File: src/rtl/seven_seg_pkg.sv
// Shared constants for the seven-segment scan driver: segment encodings,
// bit ordering and counter sizing.
package seven_seg_pkg;

    localparam logic [6:0] SEG_BLANK = 7'b1111111;

    // Bit positions within the active-low {a,b,c,d,e,f,g} segment vector
    localparam int SEG_A = 6;
    localparam int SEG_B = 5;
    localparam int SEG_C = 4;
    localparam int SEG_D = 3;
    localparam int SEG_E = 2;
    localparam int SEG_F = 1;
    localparam int SEG_G = 0;

    localparam logic [6:0] SEG_TABLE [10] = '{
        7'b0000001, 7'b1001111, 7'b0010010, 7'b0000110, 7'b1001100,
        7'b0100100, 7'b0100000, 7'b0001111, 7'b0000000, 7'b0000100
    };

    // Width of a counter that runs 0..n-1 (never below one bit)
    function automatic int cnt_width(input int n);
        return (n <= 2) ? 1 : $clog2(n);
    endfunction

endpackage

File: src/rtl/seven_seg_encoder.sv
// Combinational BCD-to-segment decoder; codes 10..15 produce a blank digit.
module seven_seg_encoder
    import seven_seg_pkg::*;
(
    input  logic [3:0] code,
    output logic [6:0] seg
);

    always_comb begin
        seg = SEG_BLANK;
        for (int i = 0; i < 10; i++) begin
            if (code == i[3:0]) seg = SEG_TABLE[i];
        end
    end

endmodule

File: src/rtl/seven_seg_scan_driver.sv
// Time-multiplexed common-anode display driver with frame-coherent input
// snapshot, per-digit blank/blink, decimal points and an inter-digit guard.
module seven_seg_scan_driver
    import seven_seg_pkg::*;
#(
    parameter int NUM_DIGITS   = 4,
    parameter int REFRESH_DIV  = 100000,
    parameter int BLINK_FRAMES = 64
) (
    input  logic                    clk,
    input  logic                    rst_n,
    input  logic                    en,
    input  logic [4*NUM_DIGITS-1:0] digits_bcd,
    input  logic [NUM_DIGITS-1:0]   dp,
    input  logic [NUM_DIGITS-1:0]   blank,
    input  logic [NUM_DIGITS-1:0]   blink,
    output logic [6:0]              segments,
    output logic                    dp_n,
    output logic [NUM_DIGITS-1:0]   anode_active
);

    localparam int PW = cnt_width(REFRESH_DIV);
    localparam int IW = cnt_width(NUM_DIGITS);
    localparam int FW = cnt_width(BLINK_FRAMES);
    localparam logic [PW-1:0] PRESC_MAX = PW'(REFRESH_DIV - 1);
    localparam logic [IW-1:0] IDX_MAX   = IW'(NUM_DIGITS - 1);
    localparam logic [FW-1:0] FCNT_MAX  = FW'(BLINK_FRAMES - 1);

    logic [PW-1:0] presc;
    logic [IW-1:0] idx;
    logic [FW-1:0] fcnt;
    logic          blink_phase;

    logic [4*NUM_DIGITS-1:0] snap_bcd;
    logic [NUM_DIGITS-1:0]   snap_dp;
    logic [NUM_DIGITS-1:0]   snap_blank;
    logic [NUM_DIGITS-1:0]   snap_blink;

    logic                  slot_end;
    logic                  frame_start;
    logic [3:0]            cur_code;
    logic                  cur_dp;
    logic                  cur_dark;
    logic [NUM_DIGITS-1:0] anode_sel;
    logic [6:0]            cur_seg;
    logic [6:0]            seg_nxt;
    logic                  dpn_nxt;
    logic [NUM_DIGITS-1:0] anode_nxt;

    assign slot_end    = (presc == PRESC_MAX);
    assign frame_start = (presc == '0) && (idx == '0);

    // Scan counters; disabling restarts the scan and the blink cadence
    always_ff @(posedge clk or negedge rst_n) begin
        if (!rst_n) begin
            presc       <= '0;
            idx         <= '0;
            fcnt        <= '0;
            blink_phase <= 1'b0;
        end else if (!en) begin
            presc       <= '0;
            idx         <= '0;
            fcnt        <= '0;
            blink_phase <= 1'b0;
        end else if (slot_end) begin
            presc <= '0;
            if (idx == IDX_MAX) begin
                idx <= '0;
                if (fcnt == FCNT_MAX) begin
                    fcnt        <= '0;
                    blink_phase <= ~blink_phase;
                end else begin
                    fcnt <= fcnt + FW'(1);
                end
            end else begin
                idx <= idx + IW'(1);
            end
        end else begin
            presc <= presc + PW'(1);
        end
    end

    // Inputs are sampled once per frame so a frame is never torn
    always_ff @(posedge clk or negedge rst_n) begin
        if (!rst_n) begin
            snap_bcd   <= '0;
            snap_dp    <= '0;
            snap_blank <= '0;
            snap_blink <= '0;
        end else if (en && frame_start) begin
            snap_bcd   <= digits_bcd;
            snap_dp    <= dp;
            snap_blank <= blank;
            snap_blink <= blink;
        end
    end

    always_comb begin
        cur_code  = '0;
        cur_dp    = 1'b0;
        cur_dark  = 1'b1;
        anode_sel = '1;
        for (int i = 0; i < NUM_DIGITS; i++) begin
            if (idx == i[IW-1:0]) begin
                cur_code     = snap_bcd[4*i +: 4];
                cur_dp       = snap_dp[i];
                cur_dark     = snap_blank[i] | (snap_blink[i] & blink_phase);
                anode_sel[i] = 1'b0;
            end
        end
    end

    seven_seg_encoder u_enc (
        .code (cur_code),
        .seg  (cur_seg)
    );

    // presc==0 is the guard slot that keeps adjacent anodes from overlapping
    always_comb begin
        anode_nxt = '1;
        seg_nxt   = SEG_BLANK;
        dpn_nxt   = 1'b1;
        if (en && (presc != '0) && !cur_dark) begin
            anode_nxt = anode_sel;
            seg_nxt   = cur_seg;
            dpn_nxt   = ~cur_dp;
        end
    end

    always_ff @(posedge clk or negedge rst_n) begin
        if (!rst_n) begin
            anode_active <= '1;
            segments     <= SEG_BLANK;
            dp_n         <= 1'b1;
        end else begin
            anode_active <= anode_nxt;
            segments     <= seg_nxt;
            dp_n         <= dpn_nxt;
        end
    end

endmodule

File: config.mk
export PLATFORM = sky130hd
export DESIGN_NAME = seven_seg_scan_driver
export DESIGN_NICKNAME = d
export VERILOG_FILES = /design/src/rtl/seven_seg_pkg.sv /design/src/rtl/seven_seg_encoder.sv /design/src/rtl/seven_seg_scan_driver.sv
export SDC_FILE = /design/constraint.sdc
export NUM_CORES = 1
export LEC_CHECK = 0
export ABC_CLOCK_PERIOD_IN_PS = 3450
export BUFFER_PORTS_ARGS = -buffer_cell sky130_fd_sc_hd__buf_2
export CAP_MARGIN = 20
export CORE_ASPECT_RATIO = 1.5
export CORE_UTILIZATION = 40
export DETAILED_ROUTE_END_ITERATION = 8
export SYNTH_ARGS = -nofsm -noshare
export SYNTH_HDL_FRONTEND = slang
export SYNTH_SLANG_ARGS = --single-unit
export TNS_END_PERCENT = 100
File: constraint.sdc
create_clock -name clk -period 3.45 [get_ports clk]
set_input_delay 0.5175 -clock clk [delete_from_list [all_inputs] [get_ports clk]]
set_output_delay 0.5175 -clock clk [all_outputs]
set_load 0.01 [all_outputs]
# Yosys cells after proc, flatten, opt, wreduce, memory -nomap -nowiden

Cells that the tools add are included.

Output and inout port bits: 12
Bits in read-only memories: 0
Logic and storage cells: 94
Flip-flop bits (word level): 66
Memories: 0
Bits of input ports: 31
Memory bits (writable): 0
Bits in latches: 0

Muxes and demuxes: 42
Reductions and logical operators: 11
Divide/modulo/power cells: 0
Shifts and indexed selects: 0
Multiply operators: 0
Bitwise gates (word level): 10
$add $sub $neg: 3
Eq/ne operators: 17
$lt $le $gt $ge: 0

Operator list:

| cell                                                                   | count |
|---|---|
| 7-bit two-way mux                                                      | 11 |
| 17-bit two-way mux                                                     | 2 |
| 6-bit two-way mux                                                      | 4 |
| 4-bit two-way mux                                                      | 5 |
| 17-bit by 1-bit adder with 17-bit output (second input constant)       | 1 |
| 17-bit equality test (second input constant)                           | 1 |
| 17-bit logical NOT                                                     | 1 |
| 1-bit two-way mux                                                      | 17 |
| 17-bit nonzero test                                                    | 1 |
| 4-bit by 3-bit equality test with 1-bit output (second input constant) | 4 |
| 4-bit by 2-bit equality test with 1-bit output (second input constant) | 2 |
| 4-bit equality test (second input constant)                            | 2 |
| 6-bit by 1-bit adder with 6-bit output (second input constant)         | 1 |
| 6-bit equality test (second input constant)                            | 1 |
| 2-bit two-way mux                                                      | 3 |
| 2-bit by 1-bit != test with 1-bit output (second input constant)       | 3 |
| 1-bit AND                                                              | 4 |
| 2-bit equality test (second input constant)                            | 2 |
| 4-bit by 1-bit equality test with 1-bit output (second input constant) | 1 |
| 1-bit logical AND                                                      | 4 |
| 4-bit logical NOT                                                      | 1 |
| 1-bit bitwise OR                                                       | 4 |
| 3-bit AND reduction                                                    | 1 |
| 2-bit by 1-bit adder with 2-bit output (second input constant)         | 1 |
| other kinds (5)                                                        | 6 |

# Logic depth before layout (Yosys ltp)

Depth in word-level cells: 17
Depth in mapped cells: 9
Depth with buffers taken out: 7

# Cells and area by module

From an unflattened synthesis, not the netlist that was laid out.

Cells, all modules: 301
Area, all modules: 3229.3 um^2

Modules (own cells, without submodules):

| module                | cells each | instances | area an instance (um^2) |
|---|---|---|---|
| seven_seg_scan_driver | 275        | 1         | 3069.2 |
| seven_seg_encoder     | 26         | 1         | 160.2 |

# Worst setup path after synthesis

OpenSTA, ideal clock, no wires.

Path kind: reg2reg
Start: register presc[12]
End: register snap_bcd[3]
Cell stages (with the launch flop): 7
Required time: 3325 ps
Clock period less this slack: 2454 ps
Path slack: 996 ps
Path buffers: 2
Arrival: 2329 ps
Cells stage by stage: dfrtp_1 -> or4_4 -> or4_4 -> nor4_2 -> buf_4 -> buf_6 -> mux2_2

Cells in the longest elaborated chain, start to end: 3

Ends and longest elaborated chain:

| item                   | line                        | text |
|---|---|---|
| from (decl)            | seven_seg_scan_driver.sv:29 | `logic [PW-1:0] presc;` |
| from (signal assigned) | seven_seg_scan_driver.sv:79 | `presc <= presc + PW'(1);` |
| 17-bit logical NOT     | seven_seg_scan_driver.sv:51 | `assign frame_start = (presc == '0) && (idx == '0);` |
| 1-bit logical AND      | seven_seg_scan_driver.sv:51 |  |
| 1-bit logical AND      | seven_seg_scan_driver.sv:90 | `end else if (en && frame_start) begin` |
| to (signal assigned)   | seven_seg_scan_driver.sv:91 | `snap_bcd <= digits_bcd;` |
| to (decl)              | seven_seg_scan_driver.sv:34 | `logic [4*NUM_DIGITS-1:0] snap_bcd;` |

Every way passes these cells.
A chain may end at the register's enable or synchronous reset.

# Final worst setup path

Start: register idx[0]
End: register segments[3]

Cells in the longest elaborated chain, start to end: 17

Ends and longest elaborated chain:

| item                            | line                         | text |
|---|---|---|
| from (decl)                     | seven_seg_scan_driver.sv:30  | `logic [IW-1:0] idx;` |
| from (signal assigned)          | seven_seg_scan_driver.sv:76  | `idx <= idx + IW'(1);` |
| 2-bit logical NOT               | seven_seg_scan_driver.sv:104 | `if (idx == i[IW-1:0]) begin` |
| 4-bit two-way mux (4 in a row)  | seven_seg_scan_driver.sv:104 |  |
| 4-bit logical NOT               | seven_seg_encoder.sv:12      | `if (code == i[3:0]) seg = SEG_TABLE[i];` |
| 7-bit two-way mux (10 in a row) | seven_seg_encoder.sv:12      |  |
| 7-bit two-way mux (*)           | seven_seg_scan_driver.sv:123 | `if (en && (presc != '0) && !cur_dark) begin` |
| named net seg_nxt[3]            | seven_seg_scan_driver.sv:46  | `logic [6:0] seg_nxt;` |
| to (signal assigned)            | seven_seg_scan_driver.sv:137 | `segments <= seg_nxt;` |
| to (decl)                       | seven_seg_scan_driver.sv:17  | `output logic [6:0] segments,` |

The timed path passes the listed nets; every way through them passes the cells marked *.

==> flow_metrics.py <==
metrics = {
    "die": {
        "core_mm2": 0.007661,
        "ios": 43,
        "dieArea_mm2": 0.008281,
        "rows": 39,
        "die-width_um": 74.64,
        "initial_utilization_pct": 41.32,
        "die_y_um": 111.0,
    },
    "logic_synthesis": {
        "synth_edf_count": 0,
        "synth-seq-area-share_pct": 52.65,
        "synth_common_cells": "dfrtp_1 (54), nor2_1 (29), mux2_2 (27)",
        "yosys.area_share.simple_pct": 18.62,
        "synth-seq-cells": 66,
        "yosysMostFrequentCell": "dfrtp_1",
        "synth.net_count": 323,
        "synth.largest_area_cell": "dfrtp_1",
        "synth_cell_types": 50,
        "synthMuxAreaShare_pct": 10.24,
        "synth_compound_area_share_pct": 8.182,
        "syn_avg_cell_area_um2": 11.11,
        "synth_top_family_by_area": "simple AND/OR/NAND/NOR gates",
        "synthAdderAreaFrac_pct": 2.767,
        "synthFlopType": "dfrtp_1",
        "yosys_warnings": 0,
        "netlist_area_mm2": 0.003166,
        "synth-xor-area-share_pct": 4.980,
        "yosys-top-cells-area": "dfrtp_1 (43%), dfstp_2 (10%), mux2_2 (9.6%)",
        "ys_async_sr_fraction_pct": 100.0,
        "synth_top_area_share_pct": 42.69,
        "syn_inst": 285,
    },
    "power_and_ir_drop": {
        "cellPowerDensity_mw_per_mm2": 554.1,
        "p_sw_share_pct": 24.04,
        "vdd_ir_drop_max_v": 0.0002686,
        "cellLeakagePower_nw": 1.596,
        "power.total_w": 0.002095,
        "seqPwrFrac_pct": 44.4,
        "internal-power_w": 0.001591,
        "power_switching_w": 0.0005038,
        "p_clk_share_pct": 42.3,
        "p_comb_share_pct": 13.3,
    },
    "timing": {
        "rsz0062_at_grt": "no",
        "fmax_ghz": 0.3626,
        "period_share_pct": 79.94,
        "slew_violations": 0,
        "hold_viol": 0,
        "worst_pin_slew_ns": 0.5781,
        "whs_ns": 0.1670,
        "fin_worst_skew_ns": 0.005766,
        "setup_viol": 0,
        "slew_headroom_pct": 60.47,
        "fin_tns_setup_ns": 0,
        "finalWorstSetupSlack_ns": 0.6919,
        "fin_crit_ns": 2.758,
    },
    "placement": {
        "gp_congestion": 0.8546,
        "dpl_cell_area_mm2": 0.003491,
        "hpwl_um": 4838,
        "preCtsSetupSlack_ns": 0.7342,
        "io_buffers": 42,
    },
    "drt": {
        "routed_wl_um": 6549,
        "first_iter_violations": 87,
        "detail-route-antenna-nets": 0,
        "wl_per_cell_um": 14.88,
        "vias": 2279,
        "drcViolationCount": 0,
        "first_pass_iters": 5,
        "viasPerCell": 5.180,
    },
    "status": {
        "status": "finished, final reports clean",
    },
    "worst_setup_path": {
        "r2r_cells": 6,
        "start_kind": "flop",
        "critPathMaxFanout": 14,
        "startpoint": "idx[0]$_DFFE_PN0P_",
        "cp-end-kind": "flop",
        "r2r_start": "idx[0]$_DFFE_PN0P_",
        "cp.arrival_ns": 2.97,
        "worst_path_max_delay_cell": "a2111oi_0",
        "required_ns": 3.66,
        "path_cells": "ha_1 > or2_2 > a221oi_1 > o22ai_1 > a2111oi_0 > o2111ai_1",
        "slowest_delay_ns": 0.60,
        "path_class": "flop to flop",
    },
    "clock_network": {
        "clkTransAtPathRegs_ns": 0.05,
        "postCtsSetupRepairBufs": 0,
        "cts_sinks": 66,
        "cts_tree": "yes",
        "postCtsResizedCells": 0,
        "htreeDepth": 3,
        "ctsRootBufferMaster": "clkbuf_16",
        "clock_path_buffers": 2,
        "cts_buffers": 9,
        "clk_latency_ns": 0.33,
        "cts_hold_buf": 0,
    },
    "global_routing": {
        "grt_max_degree": 30,
        "grt_first_pass_wirelength_um": 10970,
        "grt_antenna_before_repair": 0,
        "grt_pass1_vias": 2380,
        "grt_overflow": 0,
        "track_usage_pct": 18.00,
    },
    "final_layout": {
        "diodes": 0,
        "area_growth_pct": 19.45,
        "final_cell_area_mm2": 0.003781,
        "drive_gt1_share_pct": 31.66,
        "fin_nets": 371,
    },
    "worst_hold_path": {
        "hp-class": "primary input to asynchronous set/reset pin",
    },
    "job": {
        "max_cap_viol_count": 0,
    },
}
-- cell families (layout without fill, tap and decap cells) --
logic type      count (synthesis)  count (layout)
compound gates                 36              36
xor+xnor                       18              18
fa+ha+maj                       7               7
buf+inv                        18              71
flops                          66              66
mux                            29              29
simple gates                  111             111
-- power groups by stage --
stage | clock (W) | combinational [W] | sequential, W
after floorplan | 0 | 0.000196 | 0.000929
after global placement | 0 | 0.000273 | 0.000942
after detailed placement | 0 | 0.000281 | 0.000944
after CTS | 0.000908 | 0.000281 | 0.000931
after global routing | 0.000940 | 0.000310 | 0.000941
final | 0.000887 | 0.000278 | 0.000930
-- registers in the layout, summed over array words and instances, names as in the netlist --
signal and count:
anode_active 4, blink_phase 1, dp_n 1, fcnt 6, idx 2, presc 17, segments 7, snap_bcd 16
snap_blank 4, snap_blink 4, snap_dp 4
-- placed cells by master, fill, tap and decap left out, types with 3 or more instances in the layout --
| cell type | Yosys | layout |
|---|---|---|
| o22ai_1 | 3 | 3 |
| clkbuf_1 | 4 | 3 |
| nor2_1 | 29 | 29 |
| ha_1 | 7 | 7 |
| inv_1 | 10 | 10 |
| nand4_1 | 5 | 5 |
| nor2b_1 | 5 | 5 |
| buf_2 | 2 | 42 |
| nand2b_1 | 3 | 3 |
| dfstp_2 | 12 | 12 |
| clkbuf_16 | 0 | 9 |
| buf_4 | 1 | 3 |
| xor2_1 | 4 | 4 |
| nand2_1 | 19 | 19 |
| xnor2_1 | 14 | 14 |
| a221oi_1 | 3 | 3 |
| and2_1 | 5 | 5 |
| mux2_2 | 27 | 27 |
| or3_1 | 5 | 5 |
| a21oi_1 | 6 | 6 |
| nand3_1 | 12 | 12 |
| nor3_1 | 7 | 7 |
| dfrtp_1 | 54 | 54 |
| and3_1 | 6 | 6 |
| o21ai_0 | 5 | 5 |
| nor4_1 | 3 | 3 |
-- critical path: cells and delay by family (launching register included) --
family / cells / cell delay (ns)
flops: 1 / 0.42
compound gates: 4 / 1.42
simple gates: 1 / 0.40
fa+ha+maj: 1 / 0.40
-- cell type report --
| class | count | area [um2] |
|---|---|---|
| tap | 102 | 127.6 |
| clock buffer | 13 | 250.2 |
| multi-input combinational | 201 | 1426 |
| sequential | 66 | 1667 |
| inverter | 10 | 37.54 |
| fill | 720 | 3880 |
| clock inverter | 3 | 40.04 |
| timing repair buffer | 45 | 232.7 |
-- path summary, 6_finish.rpt --
path,slack [ns],to
min in group clk,0.39,snap_bcd[15]$_DFFE_PN0P_
worst min register to register,0.51,snap_blink[2]$_DFFE_PN0P_
max in group asynchronous,2.49,segments[6]$_DFF_PN1_
worst min-delay path,0.17,snap_bcd[12]$_DFFE_PN0P_
worst max-delay path,0.69,segments[3]$_DFF_PN1_
worst max register to register,0.69,segments[3]$_DFF_PN1_
-- through the flow --
stage               std cells  util (%)
floorplan                 285         -
global placement          424     45.57
detailed placement        424     45.57
CTS                       440     49.35
global route              440     49.35
finish                    440     49.35
-- per-layer routing --
layer / track usage [%] / wire length, um / up-vias
met5: 0 / 0 / -
met4: 11.70 / 279 / 0
met2: 31.59 / 3530 / 49
met1: 18.28 / 2530 / 1100
li1: - / - / 1111
met3: 3.909 / 208 / 19
(Power assumes the default switching activity.)
